`config.mk`:
```
export PLATFORM = sky130hd
export DESIGN_NAME = hello_conditioner_flat
export DESIGN_NICKNAME = d
export VERILOG_FILES = /design/src/rtl/hello_cond_pkg.sv /design/src/rtl/hello_cond_if.sv /design/src/rtl/hello_cond_chan.sv /design/src/rtl/hello_conditioner.sv /design/src/flat_wrapper.sv
export SDC_FILE = /design/constraint.sdc
export NUM_CORES = 1
export LEC_CHECK = 0
export CAP_MARGIN = 20
export CORE_AREA = 2 2 86 104
export CTS_CLUSTER_DIAMETER = 60
export CTS_CLUSTER_SIZE = 25
export DETAILED_ROUTE_END_ITERATION = 16
export DIE_AREA = 0 0 88 106
export PLACE_DENSITY = 0.53
export SETUP_SLACK_MARGIN = 0.15
export SLEW_MARGIN = 25
export SYNTH_ARGS = -nofsm -noshare
export SYNTH_HDL_FRONTEND = slang
export SYNTH_SLANG_ARGS = --single-unit
```
`constraint.sdc`:
```
create_clock -name clk -period 1.35 [get_ports clk]
set_clock_uncertainty 0.15 [all_clocks]
set_input_delay 0.27 -clock clk [delete_from_list [all_inputs] [get_ports clk]]
set_output_delay 0.27 -clock clk [all_outputs]
set_load 0.05 [all_outputs]
```
`src/rtl/hello_cond_pkg.sv`:
```
// rtl/hello_cond_pkg.sv - shared constants and helpers for the input conditioner
//
// Purpose: default parameter values and the debounce counter width helper,
//          shared by the conditioner RTL and its testbench.
// Ports:   none (package).
package hello_cond_pkg;

    localparam int DEF_WIDTH    = 8;
    localparam int DEF_SYNC     = 2;
    localparam int DEF_DEBOUNCE = 4;

    // Bits needed to hold a debounce count of 0..n.
    function automatic int cnt_width(input int n);
        return $clog2(n + 1);
    endfunction

endpackage

```
`src/rtl/hello_cond_if.sv`:
```
// rtl/hello_cond_if.sv - signal bundle between raw inputs and conditioned outputs
//
// Purpose: groups the enable, raw inputs and conditioned outputs of the conditioner.
// Ports:   en   - filter enable (driven by master)
//          A    - WIDTH raw asynchronous inputs (driven by master)
//          B    - WIDTH debounced level / toggle state (driven by slave)
//          rise - WIDTH one-cycle debounced rising-edge pulses (driven by slave)
//          fall - WIDTH one-cycle debounced falling-edge pulses (driven by slave)
interface hello_cond_if
    import hello_cond_pkg::*;
#(
    parameter int WIDTH = DEF_WIDTH
);
    logic             en;
    logic [WIDTH-1:0] A;
    logic [WIDTH-1:0] B;
    logic [WIDTH-1:0] rise;
    logic [WIDTH-1:0] fall;

    modport master (output en, output A, input B, input rise, input fall);
    modport slave  (input en, input A, output B, output rise, output fall);
endinterface

```
`src/rtl/hello_cond_chan.sv`:
```
// rtl/hello_cond_chan.sv - one conditioner channel: synchroniser, debounce filter, edge detector
//
// Purpose: turns one asynchronous input bit into a clean debounced level plus
//          registered rise/fall pulses. Build option HELLO_COND_TOGGLE_EN makes
//          b_o a push-on/push-off toggle advanced by each debounced rising edge.
// Ports:   clk     - clock, all logic on posedge
//          rst     - synchronous active-high reset
//          en_i    - 1 = filter runs, 0 = counter cleared and state held
//          a_i     - raw asynchronous input
//          b_o     - debounced level (or toggle state)
//          rise_o  - one-cycle pulse on debounced 0->1
//          fall_o  - one-cycle pulse on debounced 1->0
module hello_cond_chan
    import hello_cond_pkg::*;
#(
    parameter int   SYNC_STAGES = DEF_SYNC,
    parameter int   DEBOUNCE    = DEF_DEBOUNCE,
    parameter logic RESET_BIT   = 1'b0
) (
    input  logic clk,
    input  logic rst,
    input  logic en_i,
    input  logic a_i,
    output logic b_o,
    output logic rise_o,
    output logic fall_o
);

    localparam int            CW      = cnt_width(DEBOUNCE);
    localparam logic [CW-1:0] CNT_MAX = CW'(DEBOUNCE - 1);

    logic [SYNC_STAGES-1:0] sync_q, sync_d;
    logic [CW-1:0]          cnt_q, cnt_d;
    logic                   state_q, state_d;
    logic                   rise_q, rise_d;
    logic                   fall_q, fall_d;
    logic                   s;

    assign s = sync_q[SYNC_STAGES-1];

    always_comb begin
        sync_d  = {sync_q[SYNC_STAGES-2:0], a_i};
        cnt_d   = cnt_q;
        state_d = state_q;
        rise_d  = 1'b0;
        fall_d  = 1'b0;
        if (!en_i || (s == state_q)) begin
            // Any sample agreeing with the current state restarts the count.
            cnt_d = '0;
        end else if (cnt_q == CNT_MAX) begin
            state_d = s;
            cnt_d   = '0;
            rise_d  = s;
            fall_d  = ~s;
        end else begin
            cnt_d = cnt_q + CW'(1);
        end
    end

    always_ff @(posedge clk) begin
        if (rst) begin
            sync_q  <= {SYNC_STAGES{RESET_BIT}};
            cnt_q   <= '0;
            state_q <= RESET_BIT;
            rise_q  <= 1'b0;
            fall_q  <= 1'b0;
        end else begin
            sync_q  <= sync_d;
            cnt_q   <= cnt_d;
            state_q <= state_d;
            rise_q  <= rise_d;
            fall_q  <= fall_d;
        end
    end

`ifdef HELLO_COND_TOGGLE_EN
    logic tog_q, tog_d;

    // Only debounced presses advance the toggle; releases are ignored.
    always_comb begin
        tog_d = tog_q ^ rise_d;
    end

    always_ff @(posedge clk) begin
        if (rst) begin
            tog_q <= RESET_BIT;
        end else begin
            tog_q <= tog_d;
        end
    end

    assign b_o = tog_q;
`else
    assign b_o = state_q;
`endif

    assign rise_o = rise_q;
    assign fall_o = fall_q;

endmodule

```
`src/rtl/hello_conditioner.sv`:
```
// rtl/hello_conditioner.sv - WIDTH-channel input conditioner top
//
// Purpose: conditions WIDTH asynchronous switch/button inputs into clean
//          synchronous levels plus rise/fall event pulses, one independent
//          hello_cond_chan per bit. Build option HELLO_COND_TOGGLE_EN selects
//          push-on/push-off behaviour for B (handled inside each channel).
// Ports:   clk - clock, all logic on posedge
//          rst - synchronous active-high reset
//          bus - hello_cond_if slave: en, A in; B, rise, fall out
module hello_conditioner
    import hello_cond_pkg::*;
#(
    parameter int               WIDTH       = DEF_WIDTH,
    parameter int               SYNC_STAGES = DEF_SYNC,
    parameter int               DEBOUNCE    = DEF_DEBOUNCE,
    parameter logic [WIDTH-1:0] RESET_VAL   = '0
) (
    input  logic          clk,
    input  logic          rst,
    hello_cond_if.slave   bus
);

    logic [WIDTH-1:0] b_w;
    logic [WIDTH-1:0] rise_w;
    logic [WIDTH-1:0] fall_w;

    for (genvar i = 0; i < WIDTH; i++) begin : g_chan
        hello_cond_chan #(
            .SYNC_STAGES (SYNC_STAGES),
            .DEBOUNCE    (DEBOUNCE),
            .RESET_BIT   (RESET_VAL[i])
        ) u_chan (
            .clk    (clk),
            .rst    (rst),
            .en_i   (bus.en),
            .a_i    (bus.A[i]),
            .b_o    (b_w[i]),
            .rise_o (rise_w[i]),
            .fall_o (fall_w[i])
        );
    end

    assign bus.B    = b_w;
    assign bus.rise = rise_w;
    assign bus.fall = fall_w;

endmodule

```
`src/flat_wrapper.sv`:
```
// flat-port wrapper written by rule: the top's interface ports become plain ports
module hello_conditioner_flat import hello_cond_pkg::*;
#(
    parameter int               WIDTH       = DEF_WIDTH,
    parameter int               SYNC_STAGES = DEF_SYNC,
    parameter int               DEBOUNCE    = DEF_DEBOUNCE,
    parameter logic [WIDTH-1:0] RESET_VAL   = '0
)
  (clk, rst, bus_en, bus_A, bus_B, bus_rise, bus_fall);
  hello_cond_if #(.WIDTH(WIDTH)) bus_i ();
  input  logic clk;
  input  logic rst;
  input wire logic [$bits(bus_i.en)-1:0] bus_en;
  input wire logic [$bits(bus_i.A)-1:0] bus_A;
  output wire logic [$bits(bus_i.B)-1:0] bus_B;
  output wire logic [$bits(bus_i.rise)-1:0] bus_rise;
  output wire logic [$bits(bus_i.fall)-1:0] bus_fall;
  assign bus_i.en = bus_en;
  assign bus_i.A = bus_A;
  assign bus_B = bus_i.B;
  assign bus_rise = bus_i.rise;
  assign bus_fall = bus_i.fall;
  hello_conditioner #(.WIDTH(WIDTH), .SYNC_STAGES(SYNC_STAGES), .DEBOUNCE(DEBOUNCE), .RESET_VAL(RESET_VAL)) u_core (.clk(clk), .rst(rst), .bus(bus_i));
endmodule
```
======== Word level (Yosys, flattened, before mapping) ========
Index checks and enable logic that the tools add are counted.
operators by class
  $add $sub $neg .......................... 8
  multiply operators ...................... 0
  divide/modulo/power cells ............... 0
  magnitude comparators ................... 0
  equal/unequal tests ..................... 16
  shifts and indexed selects .............. 0
  mux-type cells .......................... 0
  bitwise logic cells ..................... 24
  reduce and logical (&&, ||, !) cells .... 33
operators with widths
  kind                 count
  $reduce_or 3->1      16
  $add 3x1->3 const B  8
  $eq 3x2->1 const B   8
  $not 1->1            24
  $reduce_and 2->1     8
  $eq 1x1->1           8
  $logic_or 1x1->1     8
  $logic_not 1->1      1
storage, ports and cells
  register bits ........................... 64
  latch bits .............................. 0
  memory bits (writable) .................. 0
  bits in read-only memories .............. 0
  input port bits ......................... 11
  output and inout bits ................... 24
  word-level logic and storage cells ...... 121
  memories ................................ 0

======== Longest topological paths before layout ========
  word-level depth ........................ 4
  depth in mapped cells ................... 4
  mapped depth without buffers ............ 4

======== Hierarchy ========
Synthesis repeated with hierarchy kept, for this count alone.
unflattened totals
  cells, all modules ...................... 192
  area total of the unflattened synthesis .. 2342.2 µm²
modules (own cells, without submodules)
  module           times used  cells an instance  area each (µm²)  sequential area each (µm²)
  hello_cond_chan  8           24                 292.8            160.2

======== Worst setup path before layout ========
OpenSTA, ideal clock, no wires.
  path kind ............................... reg2reg
  start ................................... register u_core.g_chan[1].u_chan.cnt_q[0]
  end ..................................... register u_core.g_chan[1].u_chan.cnt_q[1]
  library setup time ...................... 96 ps
  data arrival time ....................... 1070 ps
  data required time ...................... 1104 ps
  slack ................................... 34 ps
  stages on the path, launching flop included .. 5
  buffers on the path ..................... 0
  clock period less this slack ............ 1316 ps
  cells stage by stage .................... dfxtp_1 -> ha_1 -> ha_1 -> nand2b_1 -> nor4b_1
between the ends
  longest elaborated chain between the ends .. 2
  elaborated cells between the ends (all ways) .. 3
ends and longest elaborated chain
  what                                                 RTL line               source
  from (decl)                                          hello_cond_chan.sv:33  logic [CW-1:0] cnt_q, cnt_d;
  from (signal assigned)                               hello_cond_chan.sv:69  cnt_q <= cnt_d;
  branches (longest 2 deep; another with $add 3x1->3)  -
Several ways; the timed one is not identified.
A chain may end at the register's enable or synchronous reset.

======== Final worst setup path ========
  start ................................... register u_core.g_chan[6].u_chan.state_q
  end ..................................... output port bus_B[6]
RTL lines
  what                    RTL line               source
  from (decl)             hello_cond_chan.sv:34  logic state_q, state_d;
  from (signal assigned)  hello_cond_chan.sv:70  state_q <= state_d;
  to (decl)               flat_wrapper.sv:15     output wire logic [$bits(bus_i.B)-1:0] bus_B;
No word-level cell between the ends.

==> out/results.ini <==
[layout]
insertedDiodeCount=0
seqCellArea_mm2=0.00135
layout_commonest_cell=dfxtp_1
final.fill_count=751
drive_gt1_share_pct=63.3
final_cell_mix=dfxtp_1 (28), dfxtp_2 (26), buf_12 (24)
multi_input_area_mm2=0.00146
fin_util_pct=46.3
nets=271
area_delta_synth_final_pct=60.0

[place]
hpwl_mm=2.76
portBuffers=34
gp_congestion=0.674
dp_slack_ns=-0.284

[timing]
slew_headroom_pct=77.6
rsz0062_at_grt=true
whs_ns=0.278
hold_violations=0
fin_crit_sh_pct=92.6
tightest_slew_ns=0.336
final_max_slew_viol_count=0
fin_tns_setup_ns=0
fmax_ghz=0.800
period_needed_ns=1.25
fin_ws_ns=0.101
setup-violations-final=0

[pwr]
p_sw_uw=744
power.internal_mw=2.74
pwr-share-comb_pct=4.7
clkPwrFrac_pct=40.2
p_per_area_mw_per_mm2=897
pwr-share-seq_pct=55.2
p_leak_nw=1.33
irDropWorstVdd_uv=496
switching_share_pct=21.4

[clock_tree]
htree_levels=3
cts_tree=built
clockRootBuffer=clkbuf_8
clk_latency_ns=0.33
clock_sink_count=64
cts_buffers=9
holdBufCountCts=0
clk_pin_slew_worst_paths_ns=0.06
clk_path_buf_depth=2

[synthesis]
ys_ff_latch=64
synth_warnings=0
syn_nets=239
ys_types=18
synth_top_area_cell=dfxtp_1
ys_seq_area_share_pct=52.8
syn_area_mm2=0.00242
syn_area_per_cell_um2=11.4
yosysTopAreaCellShare_pct=52.8
synth_cells=212
ys_top_cells_by_area=dfxtp_1 (53%), ha_1 (8.3%), buf_4 (7.7%)

[worst_setup_path]
r2r_end=u_core.g_chan[1].u_chan.cnt_q[1]$_SDFF_PP0_
path_class=register to output port
r2r-start=u_core.g_chan[1].u_chan.cnt_q[0]$_SDFF_PP0_
rrSetupSlack_ns=0.11
crit_fanout=2
worst_path_largest_cell_delay_ns=0.36
r2r_cells=4
start_kind=register
worst-path-buf-inv=1
crit_end=bus_B[6]
cp-end-kind=output port
required_ns=0.93
crit_path_cell_trace=buf_12
path_delay_family=flip-flops
startpoint=u_core.g_chan[6].u_chan.b_o$_SDFFE_PP0P_
critPathSlowestCell=dfxtp_4
cp.depth=1
arrival_ns=0.83

[routing]
route.detailed.drc=0
drt-vias-per-instance=4.24
routedWlPerCell_um=12.0
drtIter0Drc=39
dr.pass1.iters=3
drt-total-wl_mm=4.39
via_count=1549
ant_nets=0

[floorplanning]
rows=37
die_h_um=106
fp.dieW_um=88
ios=35
core_mm2=0.00838
dieArea_mm2=0.00933
start_util_pct=28.9

[run]
max_cap_viol_count=0

[grt]
met3_usage_pct=1.94
busiest_layer=met2
globalRouteMet1Util_pct=12.0
use_met2_pct=15.2
grt_overflow_total=0
grt_start_max_net_pins=25
antenna_found_initial=0
grt_use_total_pct=10.1
grt_pass1_wl_mm=7.04
grt_pass1_vias=1533

[status]
status=complete, no violations

[min_path]
min_path_type=input port to register

[worst min-delay path by stage]
stage | endpoint | slack [ns] | startpoint | cells past startpoint
after floorplan | u_core.g_chan[0].u_chan.sync_q[0]$_SDFF_PP0_ | 0.25 | bus_A[0] | 1
after global placement | u_core.g_chan[1].u_chan.cnt_q[0]$_SDFF_PP0_ | 0.27 | u_core.g_chan[1].u_chan.cnt_q[0]$_SDFF_PP0_ | 1
after detailed placement | u_core.g_chan[1].u_chan.sync_q[1]$_SDFF_PP0_ | 0.27 | u_core.g_chan[1].u_chan.sync_q[0]$_SDFF_PP0_ | 1
after CTS | u_core.g_chan[2].u_chan.b_o$_SDFFE_PP0P_ | 0.27 | rst | 3
after global routing | u_core.g_chan[2].u_chan.b_o$_SDFFE_PP0P_ | 0.30 | rst | 3
final | u_core.g_chan[2].u_chan.b_o$_SDFFE_PP0P_ | 0.28 | rst | 3
[sequential cells by signal (all words and copies together) (netlist names)]
signal	count
u_core.g_chan.u_chan.b_o	8
u_core.g_chan.u_chan.cnt_q	24
u_core.g_chan.u_chan.fall_o	8
u_core.g_chan.u_chan.sync_q	16
u_core.g_chan.u_chan.rise_o	8
[cell families after synthesis]
kind of cell | synth area share [%]
AO/OA/AOI/OAI | 4.95
XOR/XNOR | 2.89
adder cells (fa/ha/maj) | 8.26
buffers and inverters | 10.5
flip-flops | 52.8
AND/OR/NAND/NOR | 20.5
[power groups by stage]
| stage | sequential [mW] | clock, mW | combinational, mW |
|---|---|---|---|
| after CTS | 1.92 | 1.45 | 0.132 |
| after detailed placement | 1.97 | 0 | 0.127 |
| final | 1.92 | 1.40 | 0.163 |
| after global routing | 1.92 | 1.55 | 0.178 |
| after floorplan | 1.97 | 0 | 0.0811 |
| after global placement | 1.97 | 0 | 0.126 |
[repair_timing]
item / 4_1_cts / 5_1_grt
pin swaps: 28 / 21
setup buffers: 9 / 4
setup endpoints to repair: 64 / 56
endpoints found under the hold margin: 0 / 0
gates resized for setup: 61 / 46
[stage by stage]
step | power, mW | instance area (um2) | instances
after global placement | 2.10 | 3130 | 337
after CTS | 3.50 | 3550 | 361
after global routing | 3.65 | 3880 | 365
after floorplan | 2.05 | 2600 | 212
after detailed placement | 2.10 | 3130 | 337
final | 3.48 | 3880 | 365
[routing by layer]
layer  vias to the layer above  routed length [um]
met1                       716                1930
met5                         -                   0
li1                        794                   -
met2                        29                2170
met3                        10                 113
met4                         0                 167
[synth_stat cells]
library cell  count
dfxtp_1          64
buf_4            25
and4b_1          16
ha_1             16
nor2b_1          16
nor4_1           16
a21bo_2           8
a21oi_1           8
inv_1             8
nand3_1           8
nor4b_1           8
xnor2_1           8
clkbuf_1          3
nand2b_1          3
buf_2             2
and2b_2           1
buf_6             1
clkbuf_2          1
[final cells by class]
| type | instances | area share [%] |
|---|---|---|
| well taps | 117 | 3.77 |
| inverters | 8 | 0.774 |
| clock buffers | 15 | 4.29 |
| multi-input cells | 108 | 37.5 |
| flip-flops and latches | 64 | 34.8 |
| repair buffers | 53 | 18.8 |
[tightest hold or removal path, stage by stage]
cell and delay (ns):
dlygate4sd2_1 0.26, buf_4 0.16, a21oi_2 0.03
Power figures use the tool's default switching activity.
